### src/rtl/ffm_pkg.sv
// Shared types and helpers for the GF(2^m) multiplier operand sequencer.
// Latency: n/a (types, constants and pure functions only).
// Backpressure: n/a.
package ffm_pkg;

    // Build configuration of the sequencer (digit width, digit count, core latency)
    localparam int FFM_W       = 16;
    localparam int FFM_N       = 11;
    localparam int FFM_RES_DLY = 22;

    typedef enum logic [2:0] {
        IDLE    = 3'd0,
        STREAM  = 3'd1,
        WAIT    = 3'd2,
        COLLECT = 3'd3,
        DONE    = 3'd4
    } state_t;

    // Counters must reach RES_DLY+N-1 plus one step of headroom past the stream end
    function automatic int cnt_w(input int res_dly, input int n);
        return $clog2(res_dly + n + 2);
    endfunction

    localparam int FFM_CNT_W = cnt_w(FFM_RES_DLY, FFM_N);

    // W-bit digit k of an N-digit operand (digit 0 is least significant)
    function automatic logic [FFM_W-1:0] digit(input logic [FFM_N*FFM_W-1:0] vec, input int k);
        return vec[k*FFM_W +: FFM_W];
    endfunction

endpackage

### src/rtl/ffm_digit_shifter.sv
// N-digit register: parallel load, one-digit left shift with W-bit insert at digit 0.
// Latency: 1 cycle from load/shift to data/head.
// Backpressure: none; load has priority over shift, the caller gates both.
module ffm_digit_shifter
    import ffm_pkg::*;
#(
    parameter int W = FFM_W,
    parameter int N = FFM_N
) (
    input  logic           clk,
    input  logic           rst,
    input  logic           load,
    input  logic [N*W-1:0] load_data,
    input  logic           shift,
    input  logic [W-1:0]   shift_in,
    output logic [N*W-1:0] data,
    output logic [W-1:0]   head
);

    // Digits move towards the MS end, so the head is always the next digit out and
    // the first digit shifted in ends up in digit N-1 after N shifts.
    always_ff @(posedge clk) begin
        if (rst) begin
            data <= '0;
        end else if (load) begin
            data <= load_data;
        end else if (shift) begin
            data <= (data << W) | (N*W)'(shift_in);
        end
    end

    assign head = data[(N-1)*W +: W];

endmodule

### src/rtl/ffm_operand_sequencer.sv
// Word-serial front/back end for the systolic GF(2^m) multiplier: streams A/B/G MS-digit-first, collects N product digits.
// Latency: 1+RES_DLY+N cycles from operand handshake to res_valid; one idle bubble between operations.
// Backpressure: op_ready only in IDLE; result held in DONE until res_ready. Optional FFM_OP_COUNT_EN adds op_count.
module ffm_operand_sequencer
    import ffm_pkg::*;
#(
    parameter int W       = FFM_W,
    parameter int N       = FFM_N,
    parameter int RES_DLY = FFM_RES_DLY
) (
    input  logic           clk,
    input  logic           rst,
    input  logic           op_valid,
    output logic           op_ready,
    input  logic [N*W-1:0] op_a,
    input  logic [N*W-1:0] op_b,
    input  logic [N*W-1:0] op_g,
    output logic           ffm_ctr,
    output logic [W-1:0]   ffm_a,
    output logic [W-1:0]   ffm_b,
    output logic [W-1:0]   ffm_g,
    input  logic [W-1:0]   ffm_p,
    output logic           res_valid,
    input  logic           res_ready,
    output logic [N*W-1:0] res_data
`ifdef FFM_OP_COUNT_EN
    ,
    output logic [31:0]    op_count
`endif
);

    localparam int              CNT_W   = cnt_w(RES_DLY, N);
    localparam logic [CNT_W-1:0] T_LAST  = CNT_W'(N);
    localparam logic [CNT_W-1:0] C_FIRST = CNT_W'(RES_DLY);
    localparam logic [CNT_W-1:0] C_LAST  = CNT_W'(RES_DLY + N - 1);

    state_t           state;
    state_t           state_nxt;
    logic [CNT_W-1:0] t_cnt;      // stream slot of the current cycle
    logic [CNT_W-1:0] c_cnt;      // cycles since the first ctr=1 slot
    logic [CNT_W-1:0] c_inc;
    logic             op_fire;
    logic             res_fire;
    logic             stream_shift;
    logic             col_en;
    logic             ctr_d;
    logic [W-1:0]     a_d;
    logic [W-1:0]     b_d;
    logic [W-1:0]     g_d;
    logic [W-1:0]     a_head;
    logic [W-1:0]     b_head;
    logic [W-1:0]     g_head;
    logic [N*W-1:0]   b_load;
    logic [N*W-1:0]   unused_a_data;
    logic [N*W-1:0]   unused_b_data;
    logic [N*W-1:0]   unused_g_data;
    logic [W-1:0]     unused_res_head;

    assign op_ready  = (state == IDLE);
    assign res_valid = (state == DONE);
    assign op_fire   = op_valid & op_ready;
    assign res_fire  = res_valid & res_ready;
    assign c_inc     = c_cnt + 1'b1;

    // B leads by one slot: its MS digit goes straight to the core register at the
    // handshake, so the shifter holds the remaining digits with zero fill below.
    assign b_load = op_b << W;

    ffm_digit_shifter #(.W(W), .N(N)) u_a_shift (
        .clk       (clk),
        .rst       (rst),
        .load      (op_fire),
        .load_data (op_a),
        .shift     (stream_shift),
        .shift_in  ('0),
        .data      (unused_a_data),
        .head      (a_head)
    );

    ffm_digit_shifter #(.W(W), .N(N)) u_g_shift (
        .clk       (clk),
        .rst       (rst),
        .load      (op_fire),
        .load_data (op_g),
        .shift     (stream_shift),
        .shift_in  ('0),
        .data      (unused_g_data),
        .head      (g_head)
    );

    ffm_digit_shifter #(.W(W), .N(N)) u_b_shift (
        .clk       (clk),
        .rst       (rst),
        .load      (op_fire),
        .load_data (b_load),
        .shift     (stream_shift),
        .shift_in  ('0),
        .data      (unused_b_data),
        .head      (b_head)
    );

    ffm_digit_shifter #(.W(W), .N(N)) u_res_shift (
        .clk       (clk),
        .rst       (rst),
        .load      (1'b0),
        .load_data ('0),
        .shift     (col_en),
        .shift_in  (ffm_p),
        .data      (res_data),
        .head      (unused_res_head)
    );

    // State register
    always_ff @(posedge clk) begin
        if (rst) begin
            state <= IDLE;
        end else begin
            state <= state_nxt;
        end
    end

    // Next state; the stream end may skip WAIT when collection already started
    always_comb begin
        state_nxt = state;
        unique case (state)
            IDLE: begin
                if (op_fire) state_nxt = STREAM;
            end
            STREAM: begin
                if (t_cnt == T_LAST) begin
                    if (c_cnt >= C_LAST)       state_nxt = DONE;
                    else if (c_inc >= C_FIRST) state_nxt = COLLECT;
                    else                       state_nxt = WAIT;
                end
            end
            WAIT: begin
                if (c_inc >= C_FIRST) state_nxt = COLLECT;
            end
            COLLECT: begin
                if (c_cnt == C_LAST) state_nxt = DONE;
            end
            DONE: begin
                if (res_ready) state_nxt = IDLE;
            end
            default: state_nxt = IDLE;
        endcase
    end

    // Core-side values for the next cycle and datapath enables
    always_comb begin
        a_d          = '0;
        b_d          = '0;
        g_d          = '0;
        stream_shift = (state == STREAM) && (t_cnt != T_LAST);
        if (op_fire) begin
            b_d = op_b[(N-1)*W +: W];
        end
        if (stream_shift) begin
            a_d = a_head;
            g_d = g_head;
            b_d = b_head;
        end
        ctr_d  = ((state == STREAM) && (state_nxt == STREAM)) ||
                 (state_nxt == WAIT) || (state_nxt == COLLECT);
        col_en = ((state == STREAM && t_cnt != '0) || state == WAIT || state == COLLECT) &&
                 (c_cnt >= C_FIRST) && (c_cnt <= C_LAST);
    end

    // Slot counters and registered core outputs
    always_ff @(posedge clk) begin
        if (rst) begin
            t_cnt   <= '0;
            c_cnt   <= '0;
            ffm_a   <= '0;
            ffm_b   <= '0;
            ffm_g   <= '0;
            ffm_ctr <= 1'b0;
        end else begin
            ffm_a   <= a_d;
            ffm_b   <= b_d;
            ffm_g   <= g_d;
            ffm_ctr <= ctr_d;
            if (op_fire) begin
                t_cnt <= '0;
                c_cnt <= '0;
            end else if (state == STREAM) begin
                t_cnt <= t_cnt + 1'b1;
                if (t_cnt != '0) c_cnt <= c_inc;
            end else if (state == WAIT || state == COLLECT) begin
                c_cnt <= c_inc;
            end
        end
    end

`ifdef FFM_OP_COUNT_EN
    // Completed-operation counter, wraps naturally at 2^32
    always_ff @(posedge clk) begin
        if (rst) begin
            op_count <= '0;
        end else if (res_fire) begin
            op_count <= op_count + 32'd1;
        end
    end
`else
    logic unused_res_fire;
    assign unused_res_fire = res_fire;
`endif

endmodule

### config.mk
export PLATFORM = sky130hd
export DESIGN_NAME = ffm_operand_sequencer
export DESIGN_NICKNAME = d
export VERILOG_FILES = /design/src/rtl/ffm_pkg.sv /design/src/rtl/ffm_digit_shifter.sv /design/src/rtl/ffm_operand_sequencer.sv
export SDC_FILE = /design/constraint.sdc
export NUM_CORES = 1
export LEC_CHECK = 0
export ABC_AREA = 0
export BUFFER_PORTS_ARGS = -buffer_cell sky130_fd_sc_hd__buf_2
export CORE_ASPECT_RATIO = 1.5
export CORE_MARGIN = 2
export CORE_UTILIZATION = 30
export CTS_CLUSTER_DIAMETER = 120
export CTS_CLUSTER_SIZE = 28
export DETAILED_ROUTE_END_ITERATION = 12
export GPL_TIMING_DRIVEN = 0
export PLACE_DENSITY = 0.6
export SLEW_MARGIN = 30
export SYNTH_ARGS = -nofsm -noshare
export SYNTH_HDL_FRONTEND = slang
export SYNTH_HIERARCHICAL = 1
export SYNTH_SLANG_ARGS = --single-unit
### constraint.sdc
create_clock -name clk -period 3.05 [get_ports clk]
set_input_delay 0.4575 -clock clk [delete_from_list [all_inputs] [get_ports clk]]
set_output_delay 0.4575 -clock clk [all_outputs]
set_load 0.02 [all_outputs]
* Word level (Yosys, flattened, before mapping)
Cells that the tools add are included.
** Cells by class
- Add/subtract/negate cells :: 2
- Magnitude comparators :: 4
- Eq/ne operators :: 11
- Multiplexer cells :: 19
- Bitwise operators :: 3
- Reductions and logical operators :: 17
** Operators with widths (count)
- 176-bit 2-to-1 mux :: 6
- 176-bit by 16-bit bitwise OR with 176-bit output :: 1
- 16-bit 2-to-1 mux :: 2
- 3-bit 2-to-1 mux :: 6
- 6-bit 2-to-1 mux :: 3
- 3-bit case mux with 5 select lines :: 1
- 6-bit by 1-bit adder with 6-bit output, second input constant :: 2
- 3-bit by 2-bit == test with 1-bit output, second input constant :: 4
- 6-bit by 5-bit greater-or-equal comparator with 1-bit output, second input constant :: 2
- 3-bit by 1-bit == test with 1-bit output, second input constant :: 2
- 6-bit by 4-bit == test with 1-bit output, second input constant :: 1
- 6-bit == test, second input constant :: 1
- 6-bit greater-or-equal comparator, second input constant :: 1
- 6-bit <= comparator, second input constant :: 1
- 6-bit by 4-bit != test with 1-bit output, second input constant :: 1
- 6-bit nonzero test :: 1
- 1-bit logical AND :: 5
- 1-bit logical OR :: 5
- 2-bit nonzero test :: 2
- 2-bit OR reduction :: 2
- 3-bit == test, second input constant :: 1
- 3-bit logical NOT :: 1
- 2-bit by 1-bit != test with 1-bit output, second input constant :: 1
- 2-bit AND reduction :: 1
- other kinds (3) :: 3
** Storage, ports and cells
- Flip-flop bits (word level) :: 752
- Input bits :: 548
- Output and inout port bits :: 227

* Depth between registers and ports, before layout
Gate-level depths: netlist (run 1).
- Word-level depth :: 10
- Depth in mapped cells :: 11
- Mapped depth without buffers :: 8

* Modules after synthesis
The synthesis (run 1) kept the hierarchy.
** Modules (own cells, without submodules)
- ffm_digit_shifter :: instances 4, cells each 799, area each 8943.6 sq um
- ffm_operand_sequencer :: instances 1, cells each 236, area each 2413.6 sq um

* Worst setup path after synthesis (run 1)
No wires, ideal clock.
- Path kind :: reg2reg
- Start point :: register state[1]
- End point :: register u_a_shift.data[100]
- Library setup time :: 0.130 ns
- Data arrival time :: 2.219 ns
- Path slack :: 0.701 ns
- Cell stages (with the launch flop) :: 9
- Period minus slack after synthesis :: 2.349 ns
- Cells stage by stage :: dfxtp_1 > buf_2 > nor3_1 > nand2_1 > inv_1 > buf_2 > clkbuf_1 > nor2b_1 > a211oi_2
** On the way
- Cells in the longest elaborated chain, start to end :: 3
- Elaborated cells on any way between the ends :: 6
** RTL lines
- from (decl) :: RTL line ffm_operand_sequencer.sv:37 : state_t state;
- from (signal assigned) :: RTL line ffm_operand_sequencer.sv:118 : state <= state_nxt;
- 3-bit logical NOT (*) :: RTL line ffm_operand_sequencer.sv:59 : assign op_ready = (state == IDLE);
- named net op_ready :: RTL line ffm_operand_sequencer.sv:14 : output logic op_ready,
- 1-bit AND (*) :: RTL line ffm_operand_sequencer.sv:61 : assign op_fire = op_valid & op_ready;
- named net op_fire :: RTL line ffm_operand_sequencer.sv:42 : logic op_fire;
- 176-bit 2-to-1 mux / 2-bit nonzero test (equally long branches)
- to (signal assigned) :: RTL line ffm_digit_shifter.sv:26 : data <= load_data;
- to (signal assigned) :: RTL line ffm_digit_shifter.sv:28 : data <= (data << W) | (N*W)'(shift_in);
- to (decl) :: RTL line ffm_digit_shifter.sv:16 : output logic [N*W-1:0] data,
Mark *: on every way through the listed nets, which the timed path passes. The rest lies on a longest branch.
A chain may end at the register's enable or synchronous reset.

* Worst setup path after layout (run 1)
- Start point :: register state[0]
- End point :: register u_g_shift.data[140]
** On the way
- Cells in the longest elaborated chain, start to end :: 3
- Elaborated cells on any way between the ends :: 6
** RTL lines
- 3-bit by 1-bit == test with 1-bit output :: RTL line ffm_operand_sequencer.sv:154 : stream_shift = (state == STREAM) && (t_cnt != T_LAST);
- 1-bit logical AND :: RTL line ffm_operand_sequencer.sv:154
- named net stream_shift :: RTL line ffm_operand_sequencer.sv:44 : logic stream_shift;
- 2-bit nonzero test (no line)
- to (signal assigned) :: RTL line ffm_digit_shifter.sv:26
- to (signal assigned) :: RTL line ffm_digit_shifter.sv:28
- to (decl) :: RTL line ffm_digit_shifter.sv:16
The timed path passes the listed nets, and every way through them passes these cells.

==> out/metrics.yaml, run 1 <==
status: "complete, no violations"
cts.clk_slew.worst_paths_ns: 0.11
routed_wl_mm: 138.4
syn_inst: 3416
clock_skew_ns: 0.03097
tns_ns: 0
clock_sinks: 768
final_nets: 5025
via_per_inst: 4.604
p_int_mw: 15.02
yosysWarnings: 6
power_frac_clock: 0.267
arrival_ns: 3.15
cts-buffers-inserted: 35
pwr-share-comb: 0.199
grt_pass1_wl_mm: 196.0
wire_per_inst_um: 22.30
dr_total_vias: 28570
die_area_um2: 129800
start_util: 0.3014
core_um2: 126300
critPathKind: "reg -> reg"
grt_remaining_overflow: 0
start_kind: "register"
crit_required_ns: 3.53
power_frac_seq: 0.534
fin_crit_ns: 2.673
postSynthAreaPerCell_um2: 11.14
rsz0062_at_grt: "false"
grt_pass1_vias: 29240
final_hold_viol_count: 0
dpl.hpwl_mm: 114.1
area_growth_syn_to_layout_pct: 21.01
htreeDepth: 2
grt_max_degree: 29
routabilityCongestion: 0.9395
antenna_found_initial: 53
row_count: 160
n_fill_cell: 12800
die_w_um: 294.9
drc: 0
clk_latency_ns: 0.62
slew_headroom: 0.4076
dpl_worst_slack_ns: 0.009845
fin_hold_ws_ns: 0.05714
finalSetupViolCount: 0
die_y_um: 440.3
crit_fanout: 10
cts-root-buf: "clkbuf_16"
p_switching_mw: 6.616
pin_count: 775
critPathCaptureType: "register"
drive_gt1_frac: 0.3316
hold_path.class: "in -> reg"
p_leak_nw: 17.48
worst_slack_ns: 0.3773
final_max_slew_viol_count: 0
drv_cap: 0
netlist_area_um2: 38070
ant_nets: 0
switching_share: 0.3058
grtUsageTotal: 0.2049
firstDrtPassIters: 4
drt-initial-drc-count: 994
tightest_slew_ns: 0.8877
power_density_nw_per_um2: 469.7
vdd_drop_max_mv: 0.4673
cts_tree: "yes"
fmax_mhz: 374.2
fin_crit_sh: 0.8763
clk_path_buf_depth: 3
port-buffer-count: 773
critical path, cell delays in order, from the launching register on:
cell and delay, ns:
dfxtp_1 0.32, buf_4 0.14, inv_2 0.09, or3_4 0.39, nor2_1 0.59, buf_4 0.30
buf_12 0.18, buf_12 0.16, mux2i_1 0.25, a211oi_1 0.11
area by class of cell:
| cell class | count | area, um^2 | area share |
|---|---|---|---|
| multi-input combinational | 2507 | 20720 | 0.4498 |
| sequential | 768 | 15370 | 0.3338 |
| timing repair buffer | 774 | 3879 | 0.08420 |
| buffer | 374 | 2848 | 0.06182 |
| tap | 1701 | 2128 | 0.04620 |
| clock buffer | 37 | 903.4 | 0.01961 |
| clock inverter | 9 | 105.1 | 0.002282 |
| antenna | 23 | 57.56 | 0.001249 |
| inverter | 12 | 47.55 | 0.001032 |
final timing paths:
| check | startpoint | to | slack [ns] | cells past startpoint |
|---|---|---|---|---|
| max reg2reg | state[0] | u_g_shift/data[140] | 0.38 | 9 |
| max | state[0] | u_g_shift/data[140] | 0.38 | 9 |
| min reg2reg | t_cnt[5] | t_cnt[5] | 0.51 | 2 |
| min | op_b[168] | ffm_b[8] | 0.06 | 2 |
metrics by stage:
step | cell area, um^2 | power, mW | util | instances
6_report | 46060 | 21.64 | 0.3647 | 6205
5_1_grt | 46050 | 22.60 | 0.3645 | 6198
2_1_floorplan | 38990 | 14.42 | - | 3661
4_1_cts | 46000 | 21.91 | 0.3642 | 6182
3_3_place_gp | 44980 | 16.01 | 0.3561 | 6135
3_5_place_dp | 44980 | 16.07 | 0.3561 | 6135
metal layers:
metal,up-vias,global-route usage,part of all wire
met3,261,0.04957,0.060
li1,14150,-,-
met2,732,0.3605,0.49
met5,-,0,0.0027
met4,60,0.1144,0.058
met1,13370,0.2245,0.39
flip-flops by register name (all words and copies together) (netlist names):
| register | count |
|---|---|
| u_a_shift/data | 176 |
| u_b_shift/data | 176 |
| u_g_shift/data | 176 |
| u_res_shift/data | 176 |
| ffm_a | 16 |
| ffm_b | 16 |
| ffm_g | 16 |
| c_cnt | 6 |
| t_cnt | 6 |
| state | 3 |
| ffm_ctr | 1 |
what timing repair did:
item | CTS | global route
resized for setup | 0 | 3
hold buffers | 1 | 0
endpoints found under the setup margin | 0 | 11
hold endpoints to repair | 1 | 0
buffers inserted | 0 | 0
layout by cell type (no fill, tap or decap), types with 2 or more instances in the layout:
master,count
and3_1,2
o21ai_0,6
inv_1,6
inv_2,5
buf_4,66
clkinv_4,2
nor2_1,17
clkbuf_1,115
a21oi_1,7
xnor2_1,3
diode_2,23
nor3_1,5
a31oi_1,2
mux2i_1,705
a32oi_1,2
a211oi_2,408
buf_6,2
conb_1,246
inv_6,4
or3_4,2
nand2_1,10
buf_12,64
a22o_1,17
and2_1,34
clkbuf_16,35
xor2_1,6
a211oi_1,297
nand2b_1,3
ha_1,5
nor3_2,2
nand4_1,6
nor2b_1,706
clkbuf_8,2
inv_12,2
dfxtp_1,768
or3_1,2
buf_2,884
buf_1,15
power groups by stage:
stage | registers, mW | clock network [mW] | logic, mW
global route | 11.6 | 6.32 | 4.65
global placement | 11.8 | 0 | 4.22
finish | 11.6 | 5.78 | 4.30
detailed placement | 11.8 | 0 | 4.27
CTS | 11.6 | 6.05 | 4.29
floorplan | 11.6 | 0 | 2.79
Note: power is estimated with default switching activity, not from simulation.
==> inputs of run 2 (changes only) <==
- ABC_AREA: 0 -> 1
- REMOVE_ABC_BUFFERS: not set -> 1
==> run 2 against run 1 <==
Net effect:
- final area decreased by 4.6%
- power shrank 3.8%
- critical path depth rose by 7
- global-route usage down 1.6 points
- clock-buffer cell count is the same
- clock power down 0.9%
- critical endpoint is now u_b_shift/data[70]
==> out/metrics.yaml, run 2 <==
wire_per_inst_um: 15.71
fin_crit_sh: 0.9458
layout_commonest_cell: "nand2_1"
pin_count: 775
critPathKind: "reg -> reg"
grtUsageTotal: 0.1886
rrSetupSlack_ns: 0.17
via_per_inst: 4.599
clock_skew_ns: 0.06238
postSynthAreaPerCell_um2: 6.437
power_density_nw_per_um2: 473.4
status: "complete, no violations"
n_fill_cell: 13310
netlist_area_um2: 36720
drc: 0
cts-root-buf: "clkbuf_16"
routed_wl_mm: 126.3
dpl.hpwl_mm: 82.36
clk_path_buf_depth: 3
die_area_um2: 125300
critPathCaptureType: "register"
clock_sinks: 768
p_leak_nw: 24.71
post-route-util: 0.3610
die_w_um: 289.7
syn_inst: 5705
firstDrtPassIters: 8
arrival_ns: 3.46
cts.clk_slew.worst_paths_ns: 0.11
final_max_slew_viol_count: 0
grt_pass1_wl_mm: 188.4
drt-initial-drc-count: 2697
fin_hold_ws_ns: 0.07478
holdBufCountCts: 0
dr_total_vias: 36960
drv_cap: 0
clk_latency_ns: 0.62
slew_headroom: 0.4834
tns_ns: 0
final_nets: 6947
area_growth_syn_to_layout_pct: 19.71
grt_max_degree: 179
tightest_slew_ns: 0.7748
crit_fanout: 36
start_kind: "register"
drive_gt1_frac: 0.1445
ant_nets: 0
yosysWarnings: 6
fmax_mhz: 346.7
grt_pass1_vias: 32990
grt_remaining_overflow: 0
worst_slack_ns: 0.1653
hold_path.class: "in -> reg"
row_count: 157
dpl_worst_slack_ns: -0.8060
die_y_um: 432.5
fin_crit_ns: 2.885
final_hold_viol_count: 0
crit_required_ns: 3.62
routabilityCongestion: 0.8082
layout_common_cells: "nand2_1 (2213), nand3_1 (1391), buf_2 (773)"
port-buffer-count: 774
cts-buffers-inserted: 35
vdd_drop_max_mv: 0.3634
htreeDepth: 2
power_mw: 20.81
start_util: 0.3015
cts_tree: "yes"
antenna_found_initial: 90
core_um2: 121800
finalSetupViolCount: 0
run 2: final timing paths:
path                                           from  cells past startpoint                 end
worst max-delay path                       t_cnt[0]                     16  u_b_shift/data[70]
worst min-delay path                      op_b[164]                      3            ffm_b[4]
worst min register to register  u_a_shift/data[171]                      2           ffm_a[11]
worst max register to register             t_cnt[0]                     16  u_b_shift/data[70]
run 2: layout make-up:
| class | instances | area [um^2] | share of cell area |
|---|---|---|---|
| clock buffers | 37 | 893.4 | 0.02032 |
| flip-flops and latches | 768 | 15390 | 0.3500 |
| multi-input cells | 3968 | 16860 | 0.3835 |
| inverters | 768 | 2995 | 0.06814 |
| repair buffers | 849 | 5575 | 0.1268 |
| clock inverters | 6 | 117.6 | 0.002675 |
| repair inverters | 4 | 35.03 | 0.0007969 |
| well taps | 1590 | 1989 | 0.04525 |
| diodes | 45 | 112.6 | 0.002561 |
run 2: critical path: stages (launching register included):
cell and delay (ns):
dfxtp_2 0.37, ha_1 0.20, nand2_1 0.12, o21ai_4 0.25
clkinv_8 0.13, buf_16 0.19, nor2_4 0.17, buf_16 0.18
buf_16 0.17, buf_16 0.16, buf_16 0.18, buf_16 0.19
buf_16 0.19, nand2_1 0.07, nand3_1 0.07, nand2_1 0.05
inv_1 0.08
run 2: timing repair:
item / CTS / global route
pin swaps: 4 / 5
endpoints found under the setup margin: 331 / 203
buffers inserted: 5 / 13
endpoints found under the hold margin: 0 / 0
cloned: 11 / 3
resized for setup: 13 / 8
run 2: metal layers:
| layer | wire [um] | global-route usage |
|---|---|---|
| met5 | 560 | 0 |
| met4 | 4483 | 0.07070 |
| met3 | 9428 | 0.04905 |
| met2 | 60640 | 0.3238 |
| met1 | 51150 | 0.2232 |
run 2: per-stage QoR:
step                      cells  area, um^2
after detailed placement   7917       42360
after global placement     7868       40950
after global routing       8023       43930
final                      8035       43960
after floorplan            5504       35080
after CTS                  7975       43710
run 2: report_power, final:
group	switching, mW	internal [mW]	leakage [nW]
Combinational	2.54	1.49	17.9
Clock	3.54	2.19	0.488
Sequential	0.369	10.7	6.31
